$ cat src/rtl/main_fsm.sv
// Multicycle RV32I main control FSM: state sequencing, per-state datapath
// controls, PC write enable, immediate-format select and ALU operation decode.
module main_fsm (
  input  logic       clk,
  input  logic       reset,
  input  logic [6:0] op,
  input  logic [2:0] funct3,
  input  logic       funct7b5,
  input  logic       Zero,
  output logic       PCWrite,
  output logic       AdrSrc,
  output logic       MemWrite,
  output logic       IRWrite,
  output logic       RegWrite,
  output logic [1:0] ResultSrc,
  output logic [1:0] ALUSrcA,
  output logic [1:0] ALUSrcB,
  output logic [1:0] ImmSrc,
  output logic [2:0] ALUControl,
  output logic [3:0] state
);

  localparam logic [3:0] FETCH    = 4'd0;
  localparam logic [3:0] DECODE   = 4'd1;
  localparam logic [3:0] MEMADR   = 4'd2;
  localparam logic [3:0] MEMREAD  = 4'd3;
  localparam logic [3:0] MEMWB    = 4'd4;
  localparam logic [3:0] MEMWRITE = 4'd5;
  localparam logic [3:0] EXECUTER = 4'd6;
  localparam logic [3:0] EXECUTEI = 4'd7;
  localparam logic [3:0] ALUWB    = 4'd8;
  localparam logic [3:0] BEQ      = 4'd9;
  localparam logic [3:0] JAL      = 4'd10;

  localparam logic [6:0] OP_LW   = 7'b0000011;
  localparam logic [6:0] OP_SW   = 7'b0100011;
  localparam logic [6:0] OP_R    = 7'b0110011;
  localparam logic [6:0] OP_I    = 7'b0010011;
  localparam logic [6:0] OP_BEQ  = 7'b1100011;
  localparam logic [6:0] OP_JAL  = 7'b1101111;

  logic [3:0] next_state;
  logic [1:0] alu_op;
  logic       pc_update;
  logic       branch;
  logic       mem_write_raw;
  logic       ir_write_raw;
  logic       reg_write_raw;

  always_ff @(posedge clk) begin
    if (reset) state <= FETCH;
    else       state <= next_state;
  end

  always_comb begin
    next_state = FETCH;
    case (state)
      FETCH:    next_state = DECODE;
      DECODE: begin
        case (op)
          OP_LW, OP_SW: next_state = MEMADR;
          OP_R:         next_state = EXECUTER;
          OP_I:         next_state = EXECUTEI;
          OP_BEQ:       next_state = BEQ;
          OP_JAL:       next_state = JAL;
          default:      next_state = FETCH;
        endcase
      end
      MEMADR:   next_state = (op == OP_LW) ? MEMREAD : MEMWRITE;
      MEMREAD:  next_state = MEMWB;
      EXECUTER, EXECUTEI, JAL: next_state = ALUWB;
      default:  next_state = FETCH;
    endcase
  end

  always_comb begin
    AdrSrc        = 1'b0;
    ResultSrc     = 2'b00;
    ALUSrcA       = 2'b00;
    ALUSrcB       = 2'b00;
    alu_op        = 2'b00;
    pc_update     = 1'b0;
    branch        = 1'b0;
    mem_write_raw = 1'b0;
    ir_write_raw  = 1'b0;
    reg_write_raw = 1'b0;
    case (state)
      FETCH: begin
        ir_write_raw = 1'b1;
        ALUSrcB      = 2'b10;
        ResultSrc    = 2'b10;
        pc_update    = 1'b1;
      end
      DECODE: begin
        ALUSrcA = 2'b01;
        ALUSrcB = 2'b01;
      end
      MEMADR: begin
        ALUSrcA = 2'b10;
        ALUSrcB = 2'b01;
      end
      MEMREAD: AdrSrc = 1'b1;
      MEMWB: begin
        ResultSrc     = 2'b01;
        reg_write_raw = 1'b1;
      end
      MEMWRITE: begin
        AdrSrc        = 1'b1;
        mem_write_raw = 1'b1;
      end
      EXECUTER: begin
        ALUSrcA = 2'b10;
        alu_op  = 2'b10;
      end
      EXECUTEI: begin
        ALUSrcA = 2'b10;
        ALUSrcB = 2'b01;
        alu_op  = 2'b10;
      end
      ALUWB: reg_write_raw = 1'b1;
      BEQ: begin
        ALUSrcA = 2'b10;
        alu_op  = 2'b01;
        branch  = 1'b1;
      end
      JAL: begin
        ALUSrcA   = 2'b01;
        ALUSrcB   = 2'b10;
        pc_update = 1'b1;
      end
      default: ;
    endcase
  end

  // Architectural write enables are gated by reset so no write escapes while
  // the state register is being forced back to FETCH.
  assign PCWrite  = ~reset & (pc_update | (branch & Zero));
  assign IRWrite  = ~reset & ir_write_raw;
  assign RegWrite = ~reset & reg_write_raw;
  assign MemWrite = ~reset & mem_write_raw;

  always_comb begin
    case (op)
      OP_SW:   ImmSrc = 2'b01;
      OP_BEQ:  ImmSrc = 2'b10;
      OP_JAL:  ImmSrc = 2'b11;
      default: ImmSrc = 2'b00;
    endcase
  end

  always_comb begin
    ALUControl = 3'b000;
    case (alu_op)
      2'b01: ALUControl = 3'b001;
      2'b10: begin
        case (funct3)
          3'b000:  ALUControl = ({op[5], funct7b5} == 2'b11) ? 3'b001 : 3'b000;
          3'b010:  ALUControl = 3'b101;
          3'b110:  ALUControl = 3'b011;
          3'b111:  ALUControl = 3'b010;
          default: ALUControl = 3'b000;
        endcase
      end
      default: ALUControl = 3'b000;
    endcase
  end

endmodule

$ cat config.mk
export PLATFORM = sky130hd
export DESIGN_NAME = main_fsm
export DESIGN_NICKNAME = d
export VERILOG_FILES = /design/src/rtl/main_fsm.sv
export SDC_FILE = /design/constraint.sdc
export NUM_CORES = 1
export LEC_CHECK = 0
export ABC_AREA = 1
export CORE_UTILIZATION = 30
export DETAILED_ROUTE_END_ITERATION = 8
export PLACE_DENSITY = 0.7
export SETUP_SLACK_MARGIN = 0.15
export SLEW_MARGIN = 20
export SYNTH_ARGS = -nofsm -noshare
export SYNTH_HDL_FRONTEND = slang
export SYNTH_SLANG_ARGS = --single-unit
export TNS_END_PERCENT = 100
$ cat constraint.sdc
create_clock -name clk -period 3.3 [get_ports clk]
set_input_delay 0.66 -clock clk [delete_from_list [all_inputs] [get_ports clk]]
set_output_delay 0.66 -clock clk [all_outputs]
set_load 0.02 [all_outputs]
# ---- Word level (Yosys, flattened, before mapping)
# Index checks and enable logic that the tools add are counted.
dict set report word_totals {
  register_bits 4
  inputBits 14
  output_inout_bits 20
  word_cells 58
}
dict set report classes {
  eq_ne 22
  muxes 17
  bitwise 7
  n_reduce_logical 11
}
# cell n
set op_table {}
lappend op_table {{$pmux W4 S5} 2}
lappend op_table {{$eq A4 B3 Y1 const B} 4}
lappend op_table {{$pmux W2 S2} 4}
lappend op_table {{$eq A7 B6 Y1 const B} 2}
lappend op_table {{$eq A7 B7 Y1 const B} 2}
lappend op_table {{$eq A4 B4 Y1 const B} 3}
lappend op_table {{$pmux W3 S4} 1}
lappend op_table {{$reduce_or A2 Y1} 6}
lappend op_table {{$eq A4 B2 Y1 const B} 2}
lappend op_table {{$eq A7 B2 Y1 const B} 1}
lappend op_table {{$eq A7 B5 Y1 const B} 1}
lappend op_table {{$mux W1} 7}
lappend op_table {{$eq A3 B3 Y1 const B} 2}
lappend op_table {{$pmux W2 S3} 1}
lappend op_table {{$pmux W3 S2} 1}
lappend op_table {{$reduce_or A3 Y1} 2}
lappend op_table {{$and A1 B1 Y1} 5}
lappend op_table {{$eq A2 B2 Y1 const B} 2}
lappend op_table {{$eq A4 B1 Y1 const B} 1}
lappend op_table {{$logic_not A4 Y1} 1}
lappend op_table {{$reduce_or A4 Y1} 1}
lappend op_table {{$eq A3 B2 Y1 const B} 1}
lappend op_table {{$logic_not A3 Y1} 1}
lappend op_table {{$mux W3} 1}
lappend op_table {{other kinds (3)} 3}

# ---- Logic depth before layout (Yosys ltp)
dict set report logic_depth {
  word_depth 5
  ltp_mapped 9
  ltp_nobuf 9
}

# ---- Worst setup path before layout
# No wires, ideal clock.
dict set report synth_path {
  path_kind {reg-to-output}
  from {register state[0]}
  to {output ALUControl[2]}
  arrival_ns 1.874
  t_required_ns 2.640
  setup_slack_ns 0.766
  stages_incl_launch_ff 8
  path_buffers 0
  cell_sequence {dfxtp_1 nand2_2 nor2_1 inv_1 ha_1 nor2_1 nand2_1 nor3_1}
}
dict set report synth_via {
  elab_chain_len 5
  elab_cells_between_ends 8
  classes_between {eq/ne (5); mux (2); reduce/logical (1)}
}
# element line
set synth_rtl {}
lappend synth_rtl {{from (decl)} 20} ;# output logic [3:0] state
lappend synth_rtl {{from (signal assigned)} 52} ;# else state <= next_state;
lappend synth_rtl {{$eq A4 B3 Y1} 87} ;# case (state)
lappend synth_rtl {{$reduce_or A2 Y1 (no source line)} -}
lappend synth_rtl {{$pmux W2 S2 *} 87}
lappend synth_rtl {{$eq A2 B2 Y1 / $eq A2 B1 Y1 (equally long branches)} 153} ;# case (alu_op)
lappend synth_rtl {{$pmux W3 S2 *} 153}
lappend synth_rtl {{to (decl)} 19} ;# output logic [2:0] ALUControl,
# Mark *: on every way between the ends. The rest lies on a longest branch, timed or not.

# ---- Worst setup path in the final report
dict set report layout_path {
  from {input op[5]}
  to {output ImmSrc[0]}
}
dict set report layout_via {
  elab_chain_len 2
  elab_cells_between_ends 4
  classes_between {eq/ne (3); mux (1)}
}
# element line
set layout_rtl {}
lappend layout_rtl {{from (decl)} 6} ;# input logic [6:0] op,
lappend layout_rtl {{$eq A7 B7 Y1 / $eq A7 B6 Y1 (equally long branches)} 143} ;# case (op)
lappend layout_rtl {{$pmux W2 S3 *} 143}
lappend layout_rtl {{to (decl)} 18} ;# output logic [1:0] ImmSrc,
# Marked as above.

==> results.json <==
{
  "status": "finished, violations left",
  "violations": "design-rule violations",
  "max_freq_ghz": 0.3430,
  "drc_errors": 6,
  "clk_latency_ns": 0.25,
  "drive_above_1_share_pct": 10.69,
  "hold_path.class": "reg -> reg",
  "coreArea_um2": 1559,
  "period_needed_ns": 2.915,
  "cp_slowest_cell": "clkdlybuf4s50_1",
  "nets": 149,
  "ir_drop_mv": 0.1651,
  "p_comb_share_pct": 35.2,
  "cp_cell_sequence": "clkdlybuf4s50_1, nand3_1, inv_1, nand2_1, nand2_1, and3_1, clkdlybuf4s50_1",
  "maxCapViolCount": 0,
  "critPathCaptureType": "primary output",
  "synth_fp_nets": 112,
  "first_pass_iters": 6,
  "clkPwrFrac_pct": 35.9,
  "numPortBuffers": 33,
  "ys_warn_count": 0,
  "vias": 673,
  "route.detailed.wl_per_inst_um": 9.619,
  "crit_path_max_incr_delay_ns": 0.59,
  "grt_pass1_wl_um": 2449,
  "synth_cell_types": 21,
  "leakagePower_nw": 0.4780,
  "ys_ff_latch": 4,
  "netlist_instances": 96,
  "setup.worst_path.start_class": "input pin",
  "grt_setup_unrepaired": "false",
  "seq_area_frac_synth_pct": 15.61,
  "clk_pin_slew_worst_paths_ns": 0.04,
  "ioPinCount": 34,
  "slew_viol_final": 0,
  "switching_power_mw": 0.05665,
  "cts_tree": "built",
  "intPower_mw": 0.1240,
  "required_ns": 2.64,
  "syn_area_um2": 513.0,
  "power_mw": 0.1807,
  "antenna_found_initial": 0,
  "skew_ns": 0.006096,
  "grt_max_degree": 9,
  "syn_area_per_cell_um2": 5.344,
  "post_cts_buffers": 0,
  "globalplace.congestion": 0.7198,
  "via_per_inst": 4.578,
  "p_per_area_nw_per_um2": 202.2,
  "root_buffer": "clkbuf_4",
  "hold_viol": 0,
  "critPathMaxFanout": 4,
  "hold_buffers": 0,
  "critical_path_class": "in -> out",
  "grt_remaining_overflow": 0,
  "worstMarginPinSlew_ns": 0.2982,
  "top_register": "state",
  "start_util_pct": 32.91,
  "die-width_um": 43.35,
  "largest_register_ffs": 4,
  "finalCritPeriodShare_pct": 88.34,
  "slew_headroom_pct": 80.06,
  "wirelength_um": 1414,
  "track_usage_pct": 17.23,
  "finalSetupTns_ns": 0,
  "dieArea_um2": 1879,
  "place_hpwl_um": 1198,
  "grt_pass1_vias": 600,
  "cts_buffers": 3,
  "crit_arrival_ns": 2.26,
  "n_antenna_cell": 0,
  "fp.dieH_um": 43.35,
  "final_antenna_net_count": 0,
  "numClockSinks": 4,
  "clk_path_buf_depth": 2,
  "ctsHtreeMaxLevel": 1,
  "reg.largest.list": "state (4)",
  "pwr-share-seq_pct": 28.9,
  "setup_viol_count_final": 0,
  "p_sw_share_pct": 31.36,
  "rows": 14,
  "syn_to_final_growth_pct": 74.15,
  "drt_iter0_markers": 10
}
==> layer usage <==
metal	global-route usage, %	vias to the layer above	part of all wire [%]
met1	20.26	285	42
met4	9.375	0	1.9
li1	-	361	-
met2	30.00	24	51
met3	2.500	3	5.0
met5	0	-	0
==> what timing repair did <==
action,in CTS,in global routing
hold endpoints to repair,0,0
gates cloned,0,0
setup endpoints to repair,2,3
resized for setup,1,4
==> worst max-delay path: cells and delay by family <==
family / cells / cell delay [ns]
AND/OR/NAND/NOR: 4 / 0.40
buffers and inverters: 3 / 1.19
==> layout by cell type, fill, tap and decap left out, types with 2 or more instances in the layout <==
cell / count
clkdlybuf4s50_1: 30
ha_1: 2
dfxtp_1: 3
clkbuf_4: 3
nor2_2: 4
inv_1: 23
nand3_1: 10
nor2_1: 14
a21oi_1: 4
nand2_1: 22
dlymetal6s2s_1: 3
==> synthesized netlist by cell type (all sizes together) <==
cell,instances,area [µm²]
nand3b,1,7.510
nand4,1,6.260
a211oi,1,7.510
a21oi,4,20.02
buf,1,3.750
nor3,1,5.000
inv,24,90.08
ha,2,25.02
dfxtp,4,80.08
and3,1,6.260
nand3,11,60.06
or2,1,6.260
nand2,24,100.1
nor2,19,86.33
o221ai,1,8.760
==> worst paths after layout <==
kind,end,from,cells past startpoint,slack [ns]
setup / recovery,ImmSrc[0],op[5],7,0.38
hold / removal,state[0]$_SDFF_PP0_,state[0]$_SDFF_PP0_,2,0.63
setup reg to reg,state[1]$_SDFF_PP0_,state[1]$_SDFF_PP0_,6,2.20
hold reg to reg,state[0]$_SDFF_PP0_,state[0]$_SDFF_PP0_,2,0.63
==> metrics by stage <==
stage          cell area (µm²)  std cells  hold WS (ns)  setup WS, ns  util [%]
2_1_floorplan            513.0         96        0.7142        0.7663         -
3_3_place_gp             859.6        144        0.6945        0.4268     55.14
4_1_cts                  883.3        147        0.6291        0.1826     56.66
3_5_place_dp             859.6        144        0.7095        0.3748     55.14
5_1_grt                  893.4        147        0.6493        0.2482     57.30
6_report                 893.4        147        0.6272        0.3847     57.30
==> final cells by class <==
cell class / instances / area (µm²)
fillers: 171 / 665.6
multi-input cells: 67 / 341.6
repair buffers: 33 / 337.8
inverters: 24 / 90.09
flip-flops and latches: 4 / 81.33
clock buffers: 3 / 22.52
well taps: 16 / 20.02
==> cells by family after synthesis <==
group / after synthesis / share of synthesized area [%]
AO/OA/AOI/OAI: 6 / 7.074
adder cells (fa/ha/maj): 2 / 4.877
buffers and inverters: 25 / 18.29
AND/OR/NAND/NOR: 59 / 54.15
flip-flops: 4 / 15.61
==> power by group through the flow <==
stage / clock, mW / sequential [mW] / combinational, mW
4_1_cts: 0.0640 / 0.0523 / 0.0636
3_3_place_gp: 0 / 0.0527 / 0.0627
5_1_grt: 0.0691 / 0.0524 / 0.0696
2_1_floorplan: 0 / 0.0538 / 0.0280
6_report: 0.0648 / 0.0522 / 0.0636
3_5_place_dp: 0 / 0.0528 / 0.0634
Note: power is estimated with default switching activity, not from simulation.
